<file path="src/rtl/writeback_commit_if.sv">
// Commit-stage bus: the instruction arriving from the memory stage, the
// interrupt inputs, and everything the commit stage sends to the regfile,
// CSR file, fetch and the hazard unit.
// master = upstream pipeline/environment side, slave = commit stage.
interface writeback_commit_if #(
  parameter int XLEN      = 32,
  parameter int CNT_WIDTH = 64
);
  // Incoming instruction
  logic [XLEN-1:0]      pc_in;
  logic [XLEN-1:0]      next_pc_in;
  logic [XLEN-1:0]      alu_data_in;
  logic [XLEN-1:0]      csr_data_in;
  logic [XLEN-1:0]      load_data_in;
  logic [1:0]           write_select_in;
  logic [4:0]           rd_address_in;
  logic [11:0]          csr_address_in;
  logic                 csr_write_in;
  logic                 mret_in;
  logic                 wfi_in;
  logic                 valid_in;
  logic                 exception_in;
  logic [3:0]           ecause_in;
  // Interrupt lines
  logic                 sip;
  logic                 tip;
  logic                 eip;
  logic                 mie;
  // Commit results
  logic [4:0]           rd_address;
  logic [XLEN-1:0]      rd_data;
  logic                 csr_write;
  logic [11:0]          csr_address;
  logic [XLEN-1:0]      csr_data;
  logic                 traped;
  logic                 mret;
  logic [3:0]           ecause;
  logic                 interupt;
  logic [XLEN-1:0]      ecp;
  logic                 retired;
  logic                 stall;
  logic [CNT_WIDTH-1:0] instret;

  modport master (
    output pc_in, next_pc_in, alu_data_in, csr_data_in, load_data_in,
           write_select_in, rd_address_in, csr_address_in, csr_write_in,
           mret_in, wfi_in, valid_in, exception_in, ecause_in,
           sip, tip, eip, mie,
    input  rd_address, rd_data, csr_write, csr_address, csr_data,
           traped, mret, ecause, interupt, ecp, retired, stall, instret
  );

  modport slave (
    input  pc_in, next_pc_in, alu_data_in, csr_data_in, load_data_in,
           write_select_in, rd_address_in, csr_address_in, csr_write_in,
           mret_in, wfi_in, valid_in, exception_in, ecause_in,
           sip, tip, eip, mie,
    output rd_address, rd_data, csr_write, csr_address, csr_data,
           traped, mret, ecause, interupt, ecp, retired, stall, instret
  );
endinterface

</file>
<file path="src/rtl/writeback_commit.sv">
// Commit stage at the tail of the pipeline. Picks the write-back value,
// arbitrates interrupts against synchronous exceptions and registers every
// commit output. A WFI sleep state and a one-cycle post-trap flush state
// sequence the commit.
// Optional feature: define RETIRE_COUNTER_EN to build the retired-instruction
// counter (instret); otherwise instret is tied to zero.
module writeback_commit #(
  parameter int XLEN      = 32,
  parameter int CNT_WIDTH = 64
) (
  input  logic              clk,
  input  logic              reset,
  writeback_commit_if.slave bus
);

  localparam logic [1:0] WRITE_SEL_ALU     = 2'd0;
  localparam logic [1:0] WRITE_SEL_CSR     = 2'd1;
  localparam logic [1:0] WRITE_SEL_LOAD    = 2'd2;
  localparam logic [1:0] WRITE_SEL_NEXT_PC = 2'd3;

  typedef enum logic [1:0] {
    RUN      = 2'd0,
    WFI_WAIT = 2'd1,
    FLUSH    = 2'd2
  } state_t;

  state_t state, state_next;

  logic            irq_pending;
  logic            irq;
  logic [3:0]      trap_cause;
  logic [XLEN-1:0] saved_pc, saved_pc_next;

  logic [4:0]      rd_address_next;
  logic [XLEN-1:0] rd_data_next;
  logic            csr_write_next;
  logic [11:0]     csr_address_next;
  logic [XLEN-1:0] csr_data_next;
  logic            traped_next;
  logic            mret_next;
  logic [3:0]      ecause_next;
  logic            interupt_next;
  logic [XLEN-1:0] ecp_next;
  logic            retired_next;

  assign irq_pending = bus.sip | bus.tip | bus.eip;
  assign irq         = irq_pending & bus.mie;

  // Trap cause priority: external, timer, software, then the synchronous cause
  always_comb begin
    if (bus.eip)      trap_cause = 4'd11;
    else if (bus.tip) trap_cause = 4'd7;
    else if (bus.sip) trap_cause = 4'd3;
    else              trap_cause = bus.ecause_in;
  end

  // Next-state and commit decisions; a trap never commits rd, CSR or mret
  always_comb begin
    state_next       = state;
    saved_pc_next    = saved_pc;
    rd_address_next  = '0;
    rd_data_next     = '0;
    csr_write_next   = 1'b0;
    csr_address_next = '0;
    csr_data_next    = '0;
    traped_next      = 1'b0;
    mret_next        = 1'b0;
    ecause_next      = '0;
    interupt_next    = 1'b0;
    ecp_next         = '0;
    retired_next     = 1'b0;
    case (state)
      RUN: begin
        if (bus.valid_in) begin
          if (irq || bus.exception_in) begin
            traped_next   = 1'b1;
            ecause_next   = trap_cause;
            interupt_next = irq;
            ecp_next      = bus.pc_in;
            state_next    = FLUSH;
          end else begin
            retired_next    = 1'b1;
            rd_address_next = bus.rd_address_in;
            case (bus.write_select_in)
              WRITE_SEL_ALU:     rd_data_next = bus.alu_data_in;
              WRITE_SEL_CSR:     rd_data_next = bus.csr_data_in;
              WRITE_SEL_LOAD:    rd_data_next = bus.load_data_in;
              WRITE_SEL_NEXT_PC: rd_data_next = bus.next_pc_in;
              default:           rd_data_next = bus.alu_data_in;
            endcase
            csr_write_next = bus.csr_write_in;
            if (bus.csr_write_in) begin
              csr_address_next = bus.csr_address_in;
              csr_data_next    = bus.alu_data_in;
            end
            mret_next = bus.mret_in;
            if (bus.wfi_in) begin
              saved_pc_next = bus.next_pc_in;
              state_next    = WFI_WAIT;
            end
          end
        end
      end
      WFI_WAIT: begin
        if (irq_pending) begin
          if (bus.mie) begin
            traped_next   = 1'b1;
            ecause_next   = trap_cause;
            interupt_next = 1'b1;
            ecp_next      = saved_pc;
            state_next    = FLUSH;
          end else begin
            state_next = RUN;
          end
        end
      end
      FLUSH: begin
        state_next = RUN;
      end
      default: begin
        state_next = RUN;
      end
    endcase
  end

  // State register and saved WFI resume PC
  always_ff @(posedge clk or posedge reset) begin
    if (reset) begin
      state    <= RUN;
      saved_pc <= '0;
    end else begin
      state    <= state_next;
      saved_pc <= saved_pc_next;
    end
  end

  // Registered commit outputs; stall follows the state being entered
  always_ff @(posedge clk or posedge reset) begin
    if (reset) begin
      bus.rd_address  <= '0;
      bus.rd_data     <= '0;
      bus.csr_write   <= 1'b0;
      bus.csr_address <= '0;
      bus.csr_data    <= '0;
      bus.traped      <= 1'b0;
      bus.mret        <= 1'b0;
      bus.ecause      <= '0;
      bus.interupt    <= 1'b0;
      bus.ecp         <= '0;
      bus.retired     <= 1'b0;
      bus.stall       <= 1'b0;
    end else begin
      bus.rd_address  <= rd_address_next;
      bus.rd_data     <= rd_data_next;
      bus.csr_write   <= csr_write_next;
      bus.csr_address <= csr_address_next;
      bus.csr_data    <= csr_data_next;
      bus.traped      <= traped_next;
      bus.mret        <= mret_next;
      bus.ecause      <= ecause_next;
      bus.interupt    <= interupt_next;
      bus.ecp         <= ecp_next;
      bus.retired     <= retired_next;
      bus.stall       <= (state_next == WFI_WAIT);
    end
  end

`ifdef RETIRE_COUNTER_EN
  logic [CNT_WIDTH-1:0] instret_count;

  // Retired-instruction counter, moving in the same cycle as the retired pulse
  always_ff @(posedge clk or posedge reset) begin
    if (reset) begin
      instret_count <= '0;
    end else if (retired_next) begin
      instret_count <= instret_count + 1'b1;
    end
  end

  assign bus.instret = instret_count;
`else
  assign bus.instret = {CNT_WIDTH{1'b0}};
`endif

endmodule

</file>
<file path="src/flat_wrapper.sv">
// flat-port wrapper written by rule: the top's interface ports become plain ports
module writeback_commit_flat 
#(
  parameter int XLEN      = 32,
  parameter int CNT_WIDTH = 64
)
  (clk, reset, bus_pc_in, bus_next_pc_in, bus_alu_data_in, bus_csr_data_in, bus_load_data_in, bus_write_select_in, bus_rd_address_in, bus_csr_address_in, bus_csr_write_in, bus_mret_in, bus_wfi_in, bus_valid_in, bus_exception_in, bus_ecause_in, bus_sip, bus_tip, bus_eip, bus_mie, bus_rd_address, bus_rd_data, bus_csr_write, bus_csr_address, bus_csr_data, bus_traped, bus_mret, bus_ecause, bus_interupt, bus_ecp, bus_retired, bus_stall, bus_instret);
  writeback_commit_if #(.XLEN(XLEN), .CNT_WIDTH(CNT_WIDTH)) bus_i ();
  input  logic clk;
  input  logic reset;
  input wire logic [$bits(bus_i.pc_in)-1:0] bus_pc_in;
  input wire logic [$bits(bus_i.next_pc_in)-1:0] bus_next_pc_in;
  input wire logic [$bits(bus_i.alu_data_in)-1:0] bus_alu_data_in;
  input wire logic [$bits(bus_i.csr_data_in)-1:0] bus_csr_data_in;
  input wire logic [$bits(bus_i.load_data_in)-1:0] bus_load_data_in;
  input wire logic [$bits(bus_i.write_select_in)-1:0] bus_write_select_in;
  input wire logic [$bits(bus_i.rd_address_in)-1:0] bus_rd_address_in;
  input wire logic [$bits(bus_i.csr_address_in)-1:0] bus_csr_address_in;
  input wire logic [$bits(bus_i.csr_write_in)-1:0] bus_csr_write_in;
  input wire logic [$bits(bus_i.mret_in)-1:0] bus_mret_in;
  input wire logic [$bits(bus_i.wfi_in)-1:0] bus_wfi_in;
  input wire logic [$bits(bus_i.valid_in)-1:0] bus_valid_in;
  input wire logic [$bits(bus_i.exception_in)-1:0] bus_exception_in;
  input wire logic [$bits(bus_i.ecause_in)-1:0] bus_ecause_in;
  input wire logic [$bits(bus_i.sip)-1:0] bus_sip;
  input wire logic [$bits(bus_i.tip)-1:0] bus_tip;
  input wire logic [$bits(bus_i.eip)-1:0] bus_eip;
  input wire logic [$bits(bus_i.mie)-1:0] bus_mie;
  output wire logic [$bits(bus_i.rd_address)-1:0] bus_rd_address;
  output wire logic [$bits(bus_i.rd_data)-1:0] bus_rd_data;
  output wire logic [$bits(bus_i.csr_write)-1:0] bus_csr_write;
  output wire logic [$bits(bus_i.csr_address)-1:0] bus_csr_address;
  output wire logic [$bits(bus_i.csr_data)-1:0] bus_csr_data;
  output wire logic [$bits(bus_i.traped)-1:0] bus_traped;
  output wire logic [$bits(bus_i.mret)-1:0] bus_mret;
  output wire logic [$bits(bus_i.ecause)-1:0] bus_ecause;
  output wire logic [$bits(bus_i.interupt)-1:0] bus_interupt;
  output wire logic [$bits(bus_i.ecp)-1:0] bus_ecp;
  output wire logic [$bits(bus_i.retired)-1:0] bus_retired;
  output wire logic [$bits(bus_i.stall)-1:0] bus_stall;
  output wire logic [$bits(bus_i.instret)-1:0] bus_instret;
  assign bus_i.pc_in = bus_pc_in;
  assign bus_i.next_pc_in = bus_next_pc_in;
  assign bus_i.alu_data_in = bus_alu_data_in;
  assign bus_i.csr_data_in = bus_csr_data_in;
  assign bus_i.load_data_in = bus_load_data_in;
  assign bus_i.write_select_in = bus_write_select_in;
  assign bus_i.rd_address_in = bus_rd_address_in;
  assign bus_i.csr_address_in = bus_csr_address_in;
  assign bus_i.csr_write_in = bus_csr_write_in;
  assign bus_i.mret_in = bus_mret_in;
  assign bus_i.wfi_in = bus_wfi_in;
  assign bus_i.valid_in = bus_valid_in;
  assign bus_i.exception_in = bus_exception_in;
  assign bus_i.ecause_in = bus_ecause_in;
  assign bus_i.sip = bus_sip;
  assign bus_i.tip = bus_tip;
  assign bus_i.eip = bus_eip;
  assign bus_i.mie = bus_mie;
  assign bus_rd_address = bus_i.rd_address;
  assign bus_rd_data = bus_i.rd_data;
  assign bus_csr_write = bus_i.csr_write;
  assign bus_csr_address = bus_i.csr_address;
  assign bus_csr_data = bus_i.csr_data;
  assign bus_traped = bus_i.traped;
  assign bus_mret = bus_i.mret;
  assign bus_ecause = bus_i.ecause;
  assign bus_interupt = bus_i.interupt;
  assign bus_ecp = bus_i.ecp;
  assign bus_retired = bus_i.retired;
  assign bus_stall = bus_i.stall;
  assign bus_instret = bus_i.instret;
  writeback_commit #(.XLEN(XLEN), .CNT_WIDTH(CNT_WIDTH)) u_core (.clk(clk), .reset(reset), .bus(bus_i));
endmodule
</file>
<file path="config.mk">
export PLATFORM = sky130hd
export DESIGN_NAME = writeback_commit_flat
export DESIGN_NICKNAME = d
export VERILOG_FILES = /design/src/rtl/writeback_commit_if.sv /design/src/rtl/writeback_commit.sv /design/src/flat_wrapper.sv
export SDC_FILE = /design/constraint.sdc
export NUM_CORES = 1
export LEC_CHECK = 0
export ABC_AREA = 1
export CAP_MARGIN = 10
export CORE_ASPECT_RATIO = 0.5
export CORE_MARGIN = 2
export CORE_UTILIZATION = 39
export DETAILED_ROUTE_END_ITERATION = 8
export HOLD_SLACK_MARGIN = 0.08
export PLACE_DENSITY = 0.91
export SLEW_MARGIN = 15
export SYNTH_ARGS = -nofsm -noshare
export SYNTH_HDL_FRONTEND = slang
export SYNTH_SLANG_ARGS = --single-unit
</file>
<file path="constraint.sdc">
create_clock -name clk -period 6.2 [get_ports clk]
set_input_delay 0.62 -clock clk [delete_from_list [all_inputs] [get_ports clk]]
set_output_delay 0.62 -clock clk [all_outputs]
set_load 0.01 [all_outputs]
</file>
==> qor.csv, run 1 <==
metric,value,unit
status,finished clean,
seqCellArea,0.00393,mm2
die_area,0.0187,mm2
min_to,u_core.bus.ecp[28]$_DFF_PP0_,
antenna_found_initial,1,
final_cell_mix,"clkdlybuf4s50_1 (316), nand2_1 (237), dfrtp_1 (157), nor2_1 (85)",
dr_total_vias,6401,
share_comb_of_total_power,0.166,
r2r_start,u_core.state[1]$_DFF_PP0_,
grt_usage,0.246,
maxSlewViolCount,0,
ys.warnings.count,0,
whs,0.483,ns
overflow,0,
rsz0062_at_grt,false,
rows,34,
syn_inst,795,
critPathLaunchType,primary input,
area_delta_synth_final,53.7,%
finalPower,2.61,mW
slew_headroom,0.231,
cts_hold_buf,0,
setup_violations,0,
ys_seq_area_frac,0.574,
fp.coreArea,0.0173,mm2
p_seq_frac,0.438,
synth-seq-cells,157,
setup_tns,0,ns
hpwl,16800,um
r2r_cells,6,
synthSimpleGateAreaFrac,0.260,
min_period_over_period,0.527,
first_iter_violations,423,
skew,0.0141,ns
synth_area_leaders,"dfrtp_1 (57%), nand2_1 (13%), buf_4 (7.0%), nor2_1 (4.8%), nand3_1 (4.7%)",
clock_latency,0.42,ns
ant_nets,0,
clock-sinks,157,
multi_input_comb_area,0.00225,mm2
p_switching,725,uW
clock_path_buffers,2,
routedWlPerCell,17.2,um
cp_data_arrival_time,3.56,ns
drive_gt1_frac,0.0478,
gp_congestion,1.01,
synthAdderAreaFrac,0,
synth_top_area_cell,dfrtp_1,
drc,0,
endpoint_kind,flop,
power_density,248,mW/mm2
avgSynthCellArea,8.61,um2
start_util,0.396,
post_cts_resized,0,
final_nets,1289,
rrSetupSlack,3.20,ns
mostFrequentLayoutCell,clkdlybuf4s50_1,
die_w,191,um
vdd_ir_drop_max,0.158,mV
p_leak,5.22,nW
viasPerCell,4.77,
switching_share,0.278,
hold_viol,0,
critPathKind,primary input to flop,
cts_tree,yes,
grt_pass1_vias,6374,
synth_top_family_by_area,simple AND/OR/NAND/NOR gates,
drv_cap,0,
cts_buffers,17,
clockRootBuffer,clkbuf_16,
grt_start_max_net_pins,103,
final_core_util,0.609,
finalCriticalPeriod,3.27,ns
fmax,0.306,GHz
regToRegEndpoint,u_core.bus.csr_data[8]$_DFF_PP0_,
synth_cell_types,19,
fillers,1442,
crit_fanout,45,
synth_top_area_frac,0.574,
cts-htree-levels,4,
synth-xor-area-share,0,
routed_wl,23100,um
worst_slew_pin_slew,1.15,ns
hold_path_class,flop to flop,
pwr-share-clk,0.395,
clkTransAtPathRegs,0.07,ns
cts_setup_buffers,0,
design_area,0.0105,mm2
dr.pass1.iters,7,
min_path_cells,2,
min-delay-start,u_core.saved_pc[28]$_DFFE_PP0P_,
die_h,97.7,um
muxShareOfSynthArea,0,
postPlaceCellArea,0.00994,mm2
p_int,1.89,mW
syn_area,0.00684,mm2
ioPinCount,381,
synth-compound-area-share,0.0316,
worstPathRequired,6.49,ns
grt_pass1_wl,35000,um
port-buffer-count,316,
==> state kept, by name (all words and copies together), names as in the netlist <==
name and flops:
u_core.bus.ecause 4, u_core.bus.retired 1, u_core.bus.csr_address 12, u_core.bus.csr_write 1
u_core.bus.traped 1, u_core.bus.ecp 32, u_core.bus.stall 1, u_core.saved_pc 32
u_core.bus.csr_data 32, u_core.bus.rd_data 32, u_core.bus.mret 1, u_core.state 2
u_core.bus.rd_address 5, u_core.bus.interupt 1
==> through the flow <==
step / setup WS (ns) / std cells
6_report: 2.93 / 1343
3_3_place_gp: 2.74 / 1310
4_1_cts: 2.95 / 1342
2_1_floorplan: 1.35 / 858
5_1_grt: 2.64 / 1343
3_5_place_dp: 2.58 / 1310
==> area by class of cell <==
type | count | share of cell area
flip-flops and latches | 157 | 0.374
repair buffers | 325 | 0.307
multi-input cells | 532 | 0.214
clock buffers | 17 | 0.0404
well taps | 234 | 0.0278
inverters | 62 | 0.0226
clock inverters | 15 | 0.0142
diodes | 1 | 0.000238
==> cells by family (layout without fill, tap and decap cells) <==
kind of cell / Yosys count / after routing
other cells: 1 / 65
simple gates: 427 / 427
compound gates: 41 / 41
buf+inv: 169 / 419
flops: 157 / 157
==> worst max-delay path, stage by stage <==
cell             delay (ns)
clkdlybuf4s50_1        0.43
nor2_2                 0.15
nand2_2                0.12
a21oi_4                0.74
nand3_2                1.04
nor2_1                 0.44
==> layer usage <==
metal / GRT usage / up-vias / share of wire / routed length [um]
met3: 0.0368 / 64 / 0.060 / 1380
met4: 0.112 / 0 / 0.034 / 788
li1: - / 2955 / - / -
met1: 0.304 / 3050 / 0.39 / 9000
met5: 0 / - / 0 / 0
met2: 0.426 / 332 / 0.52 / 12000
==> Yosys cell counts (all sizes together) <==
| library cell | count |
|---|---|
| nand2 | 238 |
| dfrtp | 157 |
| buf | 90 |
| nor2 | 90 |
| nand3 | 65 |
| inv | 62 |
| a21oi | 38 |
| nand4 | 34 |
| clkbuf | 17 |
| o21ai | 3 |
| conb | 1 |
==> worst max path at each step <==
stage                        from                             endpoint  cells past startpoint  slack (ns)
final                     bus_tip     u_core.bus.csr_data[8]$_DFF_PP0_                      6        2.93
after floorplan             reset  u_core.bus.csr_address[0]$_DFF_PP0_                      1        1.35
after global placement    bus_tip  u_core.bus.csr_address[3]$_DFF_PP0_                      6        2.74
after global routing      bus_tip     u_core.bus.csr_data[8]$_DFF_PP0_                      6        2.64
after CTS                 bus_tip     u_core.bus.csr_data[8]$_DFF_PP0_                      6        2.95
after detailed placement  bus_tip    u_core.bus.csr_data[19]$_DFF_PP0_                      6        2.58
==> power by group through the flow <==
stage	clock network, mW	logic [mW]	registers [mW]
2_1_floorplan	0	0.203	1.17
3_3_place_gp	0	0.420	1.16
3_5_place_dp	0	0.430	1.16
4_1_cts	1.04	0.433	1.14
5_1_grt	1.09	0.473	1.15
6_report	1.03	0.434	1.14
No activity file was read; power rests on OpenSTA's default activity.
==> run 2, diff against run 1 <==
- clock period: 6.2 -> 3.2 ns (I/O delays scaled with it)
==> qor.csv, run 2 (synthesized netlist as in run 1, its figures left out) <==
metric,value,unit
routed_wl,23000,um
crit_fanout,24,
port-buffer-count,316,
clockRootBuffer,clkbuf_16,
postPlaceCellArea,0.0100,mm2
drc,0,
status,finished clean,
hold_path_class,primary input to flop,
grt_usage,0.248,
fp.coreArea,0.0173,mm2
dr.pass1.iters,7,
finalCriticalPeriod,1.78,ns
routedWlPerCell,17.0,um
antenna_found_initial,0,
cp_data_arrival_time,2.08,ns
final_cell_mix,"clkdlybuf4s50_1 (316), nand2_1 (237), dfrtp_1 (157), nor2_1 (85)",
r2r_cells,7,
drv_cap,0,
gp_congestion,0.983,
worst_slew_pin_slew,0.856,ns
start_util,0.396,
mostFrequentLayoutCell,clkdlybuf4s50_1,
slew_headroom,0.430,
ioPinCount,381,
viasPerCell,4.71,
setup_violations,0,
cts_tree,yes,
maxSlewViolCount,0,
hold_viol,0,
die_h,97.7,um
ant_nets,0,
startpoint,u_core.state[1]$_DFF_PP0_,
grt_pass1_wl,35400,um
drive_gt1_frac,0.0529,
critPathLaunchType,flop,
cts-htree-levels,4,
grt_pass1_vias,6423,
die_w,191,um
regToRegEndpoint,u_core.saved_pc[16]$_DFFE_PP0P_,
design_area,0.0106,mm2
grt_start_max_net_pins,158,
p_leak,5.24,nW
first_iter_violations,540,
skew,0.00936,ns
worstPathRequired,3.50,ns
setup_tns,0,ns
clkTransAtPathRegs,0.07,ns
clock_path_buffers,2,
cts_buffers,17,
rows,34,
fmax,0.562,GHz
cts_setup_buffers,0,
endpoint,u_core.saved_pc[16]$_DFFE_PP0P_,
overflow,0,
clock_latency,0.42,ns
clock-sinks,157,
hpwl,17200,um
vdd_ir_drop_max,0.385,mV
r2r_start,u_core.state[1]$_DFF_PP0_,
rrSetupSlack,1.42,ns
min_period_over_period,0.556,
die_area,0.0187,mm2
finalPower,4.92,mW
post_cts_resized,0,
cts_hold_buf,0,
area_delta_synth_final,54.2,%
endpoint_kind,flop,
final_nets,1297,
rsz0062_at_grt,false,
power_density,467,mW/mm2
diodes,0,
dr_total_vias,6355,
critPathKind,flop to flop,
## run 2: cell count changes in the layout (fill, tap and decap cells not counted), sizes merged
| cell | before | now |
|---|---|---|
| diode | 1 | 0 |
| clkbuf | 17 | 18 |
| clkinv | 3 | 5 |
| clkinvlp | 2 | 5 |
| buf | 9 | 17 |
| inv | 71 | 66 |
| bufinv | 1 | 0 |
## run 2: critical path, stage by stage, from the launching register on
cell	delay (ns)
dfrtp_1	0.37
inv_2	0.09
nand2_1	0.11
nor2_4	0.42
nand4_1	0.23
buf_4	0.28
nand2_1	0.10
nand2_1	0.06
## run 2: power by group
group,switching [mW],internal (mW)
registers,0.0784,2.14
logic,0.420,0.419
clock network,0.859,1.00
## run 2: layer usage
layer  vias up  GRT usage  wire length, um
li1       2977          -                -
met1      3020      0.310             9170
met2       300      0.430            11700
met3        58     0.0404             1350
met4         0     0.0964              778
met5         -          0                0
## run 2: layout make-up
| type | count | area, um2 |
|---|---|---|
| Timing Repair Buffer | 333 | 3300 |
| Tap cell | 234 | 293 |
| Clock buffer | 18 | 429 |
| Fill cell | 1459 | 6720 |
| Sequential cell | 157 | 3930 |
| Multi-Input combinational cell | 532 | 2250 |
| Clock inverter | 14 | 110 |
| Inverter | 62 | 236 |
## run 2: worst min-delay path by stage
| stage | from | endpoint | slack (ns) | cells after the start |
|---|---|---|---|---|
| after floorplan | bus_csr_address_in[0] | u_core.bus.csr_address[0]$_DFF_PP0_ | 0.43 | 2 |
| after global placement | u_core.saved_pc[21]$_DFFE_PP0P_ | u_core.bus.ecp[21]$_DFF_PP0_ | 0.47 | 2 |
| after detailed placement | u_core.saved_pc[28]$_DFFE_PP0P_ | u_core.bus.ecp[28]$_DFF_PP0_ | 0.46 | 2 |
| after CTS | bus_csr_address_in[5] | u_core.bus.csr_address[5]$_DFF_PP0_ | 0.40 | 3 |
| after global routing | bus_csr_address_in[6] | u_core.bus.csr_address[6]$_DFF_PP0_ | 0.42 | 3 |
| final | bus_csr_address_in[3] | u_core.bus.csr_address[3]$_DFF_PP0_ | 0.42 | 3 |
## run 2: stage by stage
| step | setup slack, ns | util | instances | hold slack, ns |
|---|---|---|---|---|
| floorplan | 0.893 | - | 858 | 0.426 |
| global placement | 1.20 | 0.580 | 1318 | 0.465 |
| detailed placement | 1.11 | 0.580 | 1318 | 0.465 |
| CTS | 1.43 | 0.611 | 1350 | 0.404 |
| global route | 1.25 | 0.611 | 1350 | 0.417 |
| finish | 1.42 | 0.611 | 1350 | 0.421 |
